**config.mk**
```make
export PLATFORM = sky130hd
export DESIGN_NAME = control_seq
export DESIGN_NICKNAME = d
export VERILOG_FILES = /design/src/rtl/control_seq_pkg.sv /design/src/rtl/control_dec.sv /design/src/rtl/control_seq.sv
export SDC_FILE = /design/constraint.sdc
export NUM_CORES = 1
export LEC_CHECK = 0
export ABC_AREA = 1
export ABC_CLOCK_PERIOD_IN_PS = 1300
export CELL_PAD_IN_SITES_DETAIL_PLACEMENT = 1
export CELL_PAD_IN_SITES_GLOBAL_PLACEMENT = 1
export CORE_MARGIN = 1
export CORE_UTILIZATION = 37
export DETAILED_ROUTE_END_ITERATION = 8
export DONT_BUFFER_PORTS = 1
export PLACE_DENSITY_LB_ADDON = 0.1
export SYNTH_ARGS = -nofsm -noshare
export SYNTH_HDL_FRONTEND = slang
export SYNTH_SLANG_ARGS = --single-unit
```
**constraint.sdc**
```tcl
create_clock -name clk -period 1.3 [get_ports clk]
set_input_delay 0.325 -clock clk [delete_from_list [all_inputs] [get_ports clk]]
set_output_delay 0.325 -clock clk [all_outputs]
set_load 0.01 [all_outputs]
```
**src/rtl/control_seq_pkg.sv**
```systemverilog
// Shared types and constants for the WF8 control sequencer and its opcode decoder.
package control_seq_pkg;

   typedef enum logic [2:0] {
      CS_IDLE   = 3'd0,
      CS_FETCH  = 3'd1,
      CS_DECODE = 3'd2,
      CS_EXEC   = 3'd3,
      CS_MEM    = 3'd4,
      CS_WB     = 3'd5,
      CS_FAULT  = 3'd6
   } cs_state_t;

   localparam int ALU_MODE_COUNT = 7;

   localparam logic [ALU_MODE_COUNT-1:0] ALU_MODE_ADD      = 7'b000_0001;
   localparam logic [ALU_MODE_COUNT-1:0] ALU_MODE_SHIFT    = 7'b000_0010;
   localparam logic [ALU_MODE_COUNT-1:0] ALU_MODE_NOT      = 7'b000_0100;
   localparam logic [ALU_MODE_COUNT-1:0] ALU_MODE_AND      = 7'b000_1000;
   localparam logic [ALU_MODE_COUNT-1:0] ALU_MODE_OR       = 7'b001_0000;
   localparam logic [ALU_MODE_COUNT-1:0] ALU_MODE_XOR      = 7'b010_0000;
   localparam logic [ALU_MODE_COUNT-1:0] ALU_MODE_BYPASS_A = 7'b100_0000;

   // Opcode classes are opcode[4:1]; bit 0 only distinguishes variants.
   localparam logic [3:0] OPC_ADD    = 4'b0000;
   localparam logic [3:0] OPC_ADDI   = 4'b0001;
   localparam logic [3:0] OPC_SH     = 4'b0010;
   localparam logic [3:0] OPC_SHI    = 4'b0011;
   localparam logic [3:0] OPC_NOT    = 4'b0100;
   localparam logic [3:0] OPC_AND    = 4'b0101;
   localparam logic [3:0] OPC_OR     = 4'b0110;
   localparam logic [3:0] OPC_XOR    = 4'b0111;
   localparam logic [3:0] OPC_CPY    = 4'b1000;
   localparam logic [3:0] OPC_LB     = 4'b1001;
   localparam logic [3:0] OPC_SB     = 4'b1010;
   localparam logic [3:0] OPC_JMPADR = 4'b1011;
   localparam logic [3:0] OPC_JMPI   = 4'b1100;
   localparam logic [3:0] OPC_BRL    = 4'b1101;
   localparam logic [3:0] OPC_BRE    = 4'b1110;

   localparam int CTRL_MEM_TIMEOUT = 15;

   typedef struct packed {
      logic [ALU_MODE_COUNT-1:0] alu_mode;
      logic                      rd;
      logic                      wr;
      logic                      a_sel;
      logic                      b_sel;
      logic                      is_mem;
      logic                      is_store;
      logic                      is_jump;
      logic                      is_branch;
      logic                      illegal;
   } dec_t;

endpackage

```
**src/rtl/control_dec.sv**
```systemverilog
// Combinational opcode classifier: maps the 5-bit opcode onto datapath controls
// and instruction-class flags used by the sequencer.
module control_dec
   import control_seq_pkg::*;
(
   input  logic [4:0] opcode,
   output dec_t       ctl
);

   always_comb begin
      ctl          = '0;
      ctl.alu_mode = ALU_MODE_ADD;
      case (opcode[4:1])
         OPC_ADD:    begin ctl.rd = 1'b1; ctl.wr = 1'b1; end
         OPC_ADDI:   begin ctl.wr = 1'b1; ctl.b_sel = 1'b1; end
         OPC_SH:     begin ctl.alu_mode = ALU_MODE_SHIFT; ctl.rd = 1'b1; ctl.wr = 1'b1; end
         OPC_SHI:    begin ctl.alu_mode = ALU_MODE_SHIFT; ctl.wr = 1'b1; ctl.b_sel = 1'b1; end
         OPC_NOT:    begin ctl.alu_mode = ALU_MODE_NOT; ctl.wr = 1'b1; end
         OPC_AND:    begin ctl.alu_mode = ALU_MODE_AND; ctl.rd = 1'b1; ctl.wr = 1'b1; end
         OPC_OR:     begin ctl.alu_mode = ALU_MODE_OR;  ctl.rd = 1'b1; ctl.wr = 1'b1; end
         OPC_XOR:    begin ctl.alu_mode = ALU_MODE_XOR; ctl.rd = 1'b1; ctl.wr = 1'b1; end
         OPC_CPY: begin
            // op[0] selects cpypc: copy the PC instead of reg_b.
            ctl.alu_mode = ALU_MODE_BYPASS_A;
            ctl.wr       = 1'b1;
            ctl.rd       = ~opcode[0];
            ctl.a_sel    = opcode[0];
         end
         OPC_LB:     begin ctl.alu_mode = ALU_MODE_BYPASS_A; ctl.wr = 1'b1; ctl.is_mem = 1'b1; end
         OPC_SB: begin
            ctl.alu_mode = ALU_MODE_BYPASS_A;
            ctl.rd       = 1'b1;
            ctl.is_mem   = 1'b1;
            ctl.is_store = 1'b1;
         end
         OPC_JMPADR: begin ctl.alu_mode = ALU_MODE_BYPASS_A; ctl.rd = 1'b1; ctl.is_jump = 1'b1; end
         OPC_JMPI:   begin ctl.a_sel = 1'b1; ctl.b_sel = 1'b1; ctl.is_jump = 1'b1; end
         OPC_BRL,
         OPC_BRE:    begin ctl.a_sel = 1'b1; ctl.b_sel = 1'b1; ctl.is_branch = 1'b1; end
         default:    ctl.illegal = 1'b1;
      endcase
   end

endmodule

```
**src/rtl/control_seq.sv**
```systemverilog
// Multi-cycle WF8 control sequencer: instruction register, memory handshakes
// with a timeout watchdog, and per-phase datapath/PC control.
//
// state     | meaning
// ----------+-----------------------------------------------------------
// CS_IDLE   | stopped; leaves when run=1
// CS_FETCH  | imem_req high, waiting for imem_ready (watchdog running)
// CS_DECODE | classify ir; illegal opcode faults
// CS_EXEC   | datapath settles; lb/sb go to MEM
// CS_MEM    | dmem_req high, waiting for dmem_ready (watchdog running)
// CS_WB     | register write, PC update, retire; run picks FETCH or IDLE
// CS_FAULT  | sticky fault until reset
module control_seq
   import control_seq_pkg::*;
#(
   parameter int INSTR_W     = 8,
   parameter int MEM_TIMEOUT = CTRL_MEM_TIMEOUT,
   parameter int TMO_W       = 4
) (
   input  logic                      clk,
   input  logic                      rst_n,
   input  logic                      run,
   output logic                      imem_req,
   input  logic                      imem_ready,
   input  logic [INSTR_W-1:0]        imem_rdata,
   output logic                      dmem_req,
   output logic                      dmem_we,
   input  logic                      dmem_ready,
   input  logic                      branch_cond,
   output logic [4:0]                ir_opcode,
   output logic [INSTR_W-6:0]        ir_reg,
   output logic [ALU_MODE_COUNT-1:0] alu_mode,
   output logic                      alu_a_sel,
   output logic                      alu_b_sel,
   output logic                      reg_b_read_en,
   output logic                      reg_b_write_en,
   output logic                      pc_inc,
   output logic                      pc_load,
   output logic                      retire,
   output logic                      fault
);

   cs_state_t          state, state_nxt;
   logic [INSTR_W-1:0] ir;
   logic               ir_load;
   logic [TMO_W-1:0]   tmo_cnt, tmo_nxt;
   logic               tmo_hit;
   logic               dp_active;
   dec_t               ctl;

   control_dec u_dec (
      .opcode (ir[INSTR_W-1 -: 5]),
      .ctl    (ctl)
   );

   assign ir_opcode = ir[INSTR_W-1 -: 5];
   assign ir_reg    = ir[INSTR_W-6:0];

   // The count equals the number of waiting cycles already spent, so the
   // MEM_TIMEOUT-th cycle is the last one on which ready is still accepted.
   assign tmo_hit   = (tmo_cnt == TMO_W'(MEM_TIMEOUT - 1));
   assign dp_active = (state == CS_DECODE) || (state == CS_EXEC) ||
                      (state == CS_MEM)    || (state == CS_WB);

   always_ff @(posedge clk or negedge rst_n) begin
      if (!rst_n) begin
         state   <= CS_IDLE;
         ir      <= '0;
         tmo_cnt <= '0;
      end else begin
         state   <= state_nxt;
         tmo_cnt <= tmo_nxt;
         if (ir_load) ir <= imem_rdata;
      end
   end

   always_comb begin
      state_nxt      = state;
      tmo_nxt        = tmo_cnt;
      ir_load        = 1'b0;
      imem_req       = 1'b0;
      dmem_req       = 1'b0;
      dmem_we        = 1'b0;
      reg_b_write_en = 1'b0;
      pc_inc         = 1'b0;
      pc_load        = 1'b0;
      retire         = 1'b0;
      fault          = 1'b0;
      alu_mode       = dp_active ? ctl.alu_mode : ALU_MODE_ADD;
      alu_a_sel      = dp_active & ctl.a_sel;
      alu_b_sel      = dp_active & ctl.b_sel;
      reg_b_read_en  = dp_active & ctl.rd;

      case (state)
         CS_IDLE: begin
            if (run) begin
               state_nxt = CS_FETCH;
               tmo_nxt   = '0;
            end
         end
         CS_FETCH: begin
            imem_req = 1'b1;
            if (imem_ready) begin
               ir_load   = 1'b1;
               state_nxt = CS_DECODE;
            end else if (tmo_hit) begin
               state_nxt = CS_FAULT;
            end else begin
               tmo_nxt = tmo_cnt + TMO_W'(1);
            end
         end
         CS_DECODE: state_nxt = ctl.illegal ? CS_FAULT : CS_EXEC;
         CS_EXEC: begin
            if (ctl.is_mem) begin
               state_nxt = CS_MEM;
               tmo_nxt   = '0;
            end else begin
               state_nxt = CS_WB;
            end
         end
         CS_MEM: begin
            dmem_req = 1'b1;
            dmem_we  = ctl.is_store;
            if (dmem_ready) begin
               state_nxt = CS_WB;
            end else if (tmo_hit) begin
               state_nxt = CS_FAULT;
            end else begin
               tmo_nxt = tmo_cnt + TMO_W'(1);
            end
         end
         CS_WB: begin
            retire         = 1'b1;
            reg_b_write_en = ctl.wr;
            pc_load        = ctl.is_jump | (ctl.is_branch & branch_cond);
            pc_inc         = ~pc_load;
            if (run) begin
               state_nxt = CS_FETCH;
               tmo_nxt   = '0;
            end else begin
               state_nxt = CS_IDLE;
            end
         end
         CS_FAULT: fault = 1'b1;
         default:  state_nxt = CS_FAULT;
      endcase
   end

endmodule

```
==> results.sh, run 1 <==
export IMPL_stop_stage="global routing"
export IMPL_die_h_um=56.0
export IMPL_crit_endpoint="alu_a_sel"
export IMPL_synthDominantCellAreaShare_pct=34.8
export IMPL_gp_congestion=0.861
export IMPL_initial_core_util_pct=39.1
export IMPL_rows=19
export IMPL_syn_area_mm2=0.00108
export IMPL_ys_types=23
export IMPL_worst_endpoint_kind="primary output"
export IMPL_cts_htree_levels=1
export IMPL_synthTopCellsByArea="dfrtp_1, nand2_1, inv_1"
export IMPL_syn_inst=164
export IMPL_hpwl_um=2880
export IMPL_synth_area_leader_cell="dfrtp_1"
export IMPL_yosysSeqAreaShare_pct=34.8
export IMPL_grt_max_degree=16
export IMPL_antenna_found_initial=0
export IMPL_ios=40
export IMPL_io_buffers=0
export IMPL_ys_warn_count=0
export IMPL_clockRootBuffer="clkbuf_4"
export IMPL_error_line="[ERROR DPL-0033] detailed placement checks failed during check placement."
export IMPL_synthesis_nets=181
export IMPL_syn_avg_cell_area_um2=6.58
export IMPL_clkSinkCount=15
export IMPL_ys_seq_elements=15
export IMPL_numCtsBuffers=3
export IMPL_clock_path_buffers=2
export IMPL_fp_dieW_um=56.0
export IMPL_status="stopped before the end"
==> logic make-up after synthesis <==
family | Yosys count | share of synthesized area, %
and+or+nand+nor | 98 | 41.6
buffers and inverters | 29 | 10.4
DFF | 15 | 34.8
adders and majority gates | 3 | 3.48
xor gates and xnor gates | 1 | 0.812
AOI/OAI and AO/OA | 18 | 8.82
==> timing repair <==
action	in CTS
pin swaps	9
hold buffers	1
endpoints found under the hold margin	15
setup buffers	8
cloned	1
gates resized for setup	49
endpoints found under the setup margin	35
==> stage by stage <==
stage / instances / setup slack, ns / utilization [%] / cell area, µm²
after CTS: 237 / -0.449 / 59.9 / 1650
after detailed placement: 224 / -0.235 / 51.2 / 1410
after global placement: 224 / -0.136 / 51.2 / 1410
after floorplan: 164 / -0.120 / - / 1160
==> cells in the mapped netlist <==
master	count
o21ai_0	10
o21bai_1	1
nor2_1	18
inv_1	25
nor2_2	1
ha_1	3
xnor2_1	1
nor3_1	4
nand4_1	7
nand2_1	46
nand2_2	1
nand3_1	15
buf_2	2
nor4_1	1
inv_2	1
nor2_4	1
nand3_4	1
a21oi_1	6
and2_1	2
nand3_2	1
clkbuf_2	1
dfrtp_1	15
o211ai_1	1
==> run 2: changes to the inputs <==
==> config.mk (replaced) <==
export PLATFORM = sky130hd
export DESIGN_NAME = control_seq
export DESIGN_NICKNAME = d
export VERILOG_FILES = /design/src/rtl/control_seq_pkg.sv /design/src/rtl/control_dec.sv /design/src/rtl/control_seq.sv
export SDC_FILE = /design/constraint.sdc
export NUM_CORES = 1
export LEC_CHECK = 0
export ABC_AREA = 1
export ABC_CLOCK_PERIOD_IN_PS = 1700
export CORE_AREA = 2 2 63 65
export DETAILED_ROUTE_END_ITERATION = 8
export DIE_AREA = 0 0 65 67
export DONT_BUFFER_PORTS = 1
export PLACE_DENSITY_LB_ADDON = 0.15
export SYNTH_ARGS = -nofsm -noshare
export SYNTH_HDL_FRONTEND = slang
export SYNTH_SLANG_ARGS = --single-unit
==> constraint.sdc (replaced) <==
create_clock -name clk -period 1.7 [get_ports clk]
set_input_delay 0.425 -clock clk [delete_from_list [all_inputs] [get_ports clk]]
set_output_delay 0.425 -clock clk [all_outputs]
set_load 0.01 [all_outputs]
==> run 2 against run 1 <==
Net effect:
- the flow now finishes, with violations (negative setup slack)
- synthesized area stayed put
- synthesized cell count stayed put
==> results.sh, run 2 <==
export IMPL_final_common_cell="nand2_1"
export IMPL_io_buffers=0
export IMPL_final_layout_size_suffix_gt1_share_pct=34.8
export IMPL_worstHoldStart="imem_rdata[2]"
export IMPL_use_met1_pct=18.1
export IMPL_drcViolationCount=0
export IMPL_grt_use_total_pct=14.2
export IMPL_grtUsageMet2_pct=25.1
export IMPL_drt_total_wl_um=2910
export IMPL_crit_path_start_kind="flop"
export IMPL_diodes=0
export IMPL_clock_path_buffers=2
export IMPL_gp_congestion=0.806
export IMPL_synthesis_nets=181
export IMPL_yosysSeqAreaShare_pct=34.8
export IMPL_worstPathRequired_ns=1.27
export IMPL_dr_pass1_iters=4
export IMPL_setup_worst_path_start="state[1]"
export IMPL_synthDominantCellAreaShare_pct=34.8
export IMPL_violations="negative setup slack"
export IMPL_drt_iter0_drc=91
export IMPL_slew_violations=0
export IMPL_numCtsBuffers=3
export IMPL_synthArstFlopShare_pct=100
export IMPL_hold_violations=0
export IMPL_clock_fmax_ghz=0.553
export IMPL_max_cap_violations=0
export IMPL_worstPathMaxFanout=4
export IMPL_layout_common_cells="nand2_1, inv_1, buf_4"
export IMPL_finClkSkew_ns=0.000744
export IMPL_postRouteAntennaNets=0
export IMPL_via_per_inst=4.85
export IMPL_status="finished, violations left"
export IMPL_p_leak_nw=0.732
export IMPL_syn_avg_cell_area_um2=6.58
export IMPL_clkSinkCount=15
export IMPL_path_buf_inv=1
export IMPL_grt_overflow=0
export IMPL_setup_ws_ns=-0.109
export IMPL_busiest_layer="met2"
export IMPL_antenna_found_initial=0
export IMPL_grt_max_degree=16
export IMPL_ys_types=23
export IMPL_vias=1125
export IMPL_syn_inst=164
export IMPL_cpLargestDelayFamily="flip-flops"
export IMPL_finish_utilization_pct=40.4
export IMPL_preCtsSetupSlack_ns=0.0731
export IMPL_crit_type="reg2out"
export IMPL_rrSetupSlack_ns=0.21
export IMPL_synth_most_common_cell="nand2_1"
export IMPL_hold_class="in2reg"
export IMPL_drt_wirelength_per_cell_um=12.6
export IMPL_nFillCells=389
export IMPL_period_needed_ns=1.81
export IMPL_ys_seq_elements=15
export IMPL_syn_to_final_growth_pct=35.2
export IMPL_tightest_slew_ns=0.680
export IMPL_ys_warn_count=0
export IMPL_use_met3_pct=2.36
export IMPL_max_stage_delay_ns=0.44
export IMPL_fp_dieW_um=65
export IMPL_cts_tree="built"
export IMPL_die_h_um=67
export IMPL_ys_flop_type="dfrtp_1"
export IMPL_arrival_ns=1.38
export IMPL_power_density_mw_per_mm2=2020
export IMPL_synthTopCellsByArea="dfrtp_1, nand2_1, inv_1"
export IMPL_slowest_stage="dfrtp_2"
export IMPL_die_area_mm2=0.00436
export IMPL_grt_pass1_wl_um=4890
export IMPL_hpwl_um=2240
export IMPL_hold_path_depth=2
export IMPL_syn_area_mm2=0.00108
export IMPL_ios=40
export IMPL_rows=22
export IMPL_synth_edff_count=0
export IMPL_r2r_start="state[2]"
export IMPL_crit_path_cell_trace="ha_4 -> nand3_4 -> nor3_2 -> buf_4"
export IMPL_finalNetCount=202
export IMPL_finalCritPeriodShare_pct=106
export IMPL_clockRootBuffer="clkbuf_8"
export IMPL_ir_drop_uv=895
export IMPL_max_slew_margin_pct=54.5
export IMPL_initial_core_util_pct=29.9
export IMPL_fp_coreArea_mm2=0.00361
export IMPL_synth_area_leader_cell="dfrtp_1"
export IMPL_path_clk_slew_ns=0.06
export IMPL_rsz0062_at_grt="true"
export IMPL_reg2reg_to="tmo_cnt[3]"
export IMPL_finalSetupViolations=6
export IMPL_r2r_cells=9
export IMPL_largest_reg_flops=8
export IMPL_cp_end_kind="output pin"
export IMPL_ys_top_cells_by_count="nand2_1, inv_1, nor2_1"
export IMPL_grt_pass1_vias=1075
export IMPL_worstSkewPairLatency_ns=0.24
export IMPL_hold_path_endpoint="ir[2]"
export IMPL_cts_htree_levels=1
[run 2: per-layer routing]
metal / vias to the layer above / wire length (µm)
li1: 570 / -
met1: 518 / 1300
met2: 33 / 1460
met3: 4 / 132
met4: 0 / 20
met5: - / 0
[run 2: what timing repair did]
item / 4_1_cts / 5_1_grt
endpoints found under the setup margin: 13 / 13
resized for setup: 31 / 19
hold endpoints to repair: 15 / 0
hold buffers: 1 / 0
pin swaps: 7 / 15
setup buffers: 4 / 1
[run 2: how the worst max path moves through the flow]
stage	slack [ns]	endpoint	depth (start not counted)
6_report	-0.11	alu_mode[4]	4
4_1_cts	-0.12	alu_mode[4]	4
3_5_place_dp	0.07	alu_mode[4]	4
2_1_floorplan	0.10	alu_mode[1]	3
3_3_place_gp	0.11	alu_mode[4]	4
5_1_grt	-0.15	alu_mode[4]	4
[run 2: cell type report]
cell class	count	area, µm²	area share [%]
Clock buffer	4	45.0	3.09
Inverter	26	100	6.87
Multi-Input combinational cell	120	718	49.3
Sequential cell	15	382	26.2
Tap cell	48	60.1	4.12
Timing Repair Buffer	19	153	10.5
[run 2: power by group]
part | switching [W] | internal, W | total (W)
clock network | 0.000118 | 0.000166 | 0.000283
logic | 0.00115 | 0.000724 | 0.00187
registers | 0.000265 | 0.000530 | 0.000795
[run 2: logic make-up (layout without fill, tap and decap cells)]
group | count (synthesis) | in the layout | synth area share [%]
xor+xnor | 1 | 1 | 0.812
simple gates | 98 | 98 | 41.6
fa+ha+maj | 3 | 3 | 3.48
flops | 15 | 15 | 34.8
buf+inv | 29 | 49 | 10.4
compound gates | 18 | 18 | 8.82
[run 2: worst register-to-register path: cells and delay by family, from the launching register on]
| family | cells | cell delay (ns) |
|---|---|---|
| and+or+nand+nor | 6 | 0.66 |
| DFF | 1 | 0.41 |
| buffers and inverters | 3 | 0.31 |
[run 2: metrics by stage]
step,hold WS [ns],setup TNS (ns),area [µm²],cells,power [W]
5_1_grt,0.299,-0.866,1460,232,0.00323
4_1_cts,0.291,-0.442,1390,231,0.00279
6_report,0.296,-0.324,1460,232,0.00295
2_1_floorplan,0.129,0,1080,164,0.00180
3_5_place_dp,0.130,0,1220,222,0.00222
3_3_place_gp,0.130,0,1220,222,0.00223
Power figures use the tool's default switching activity.
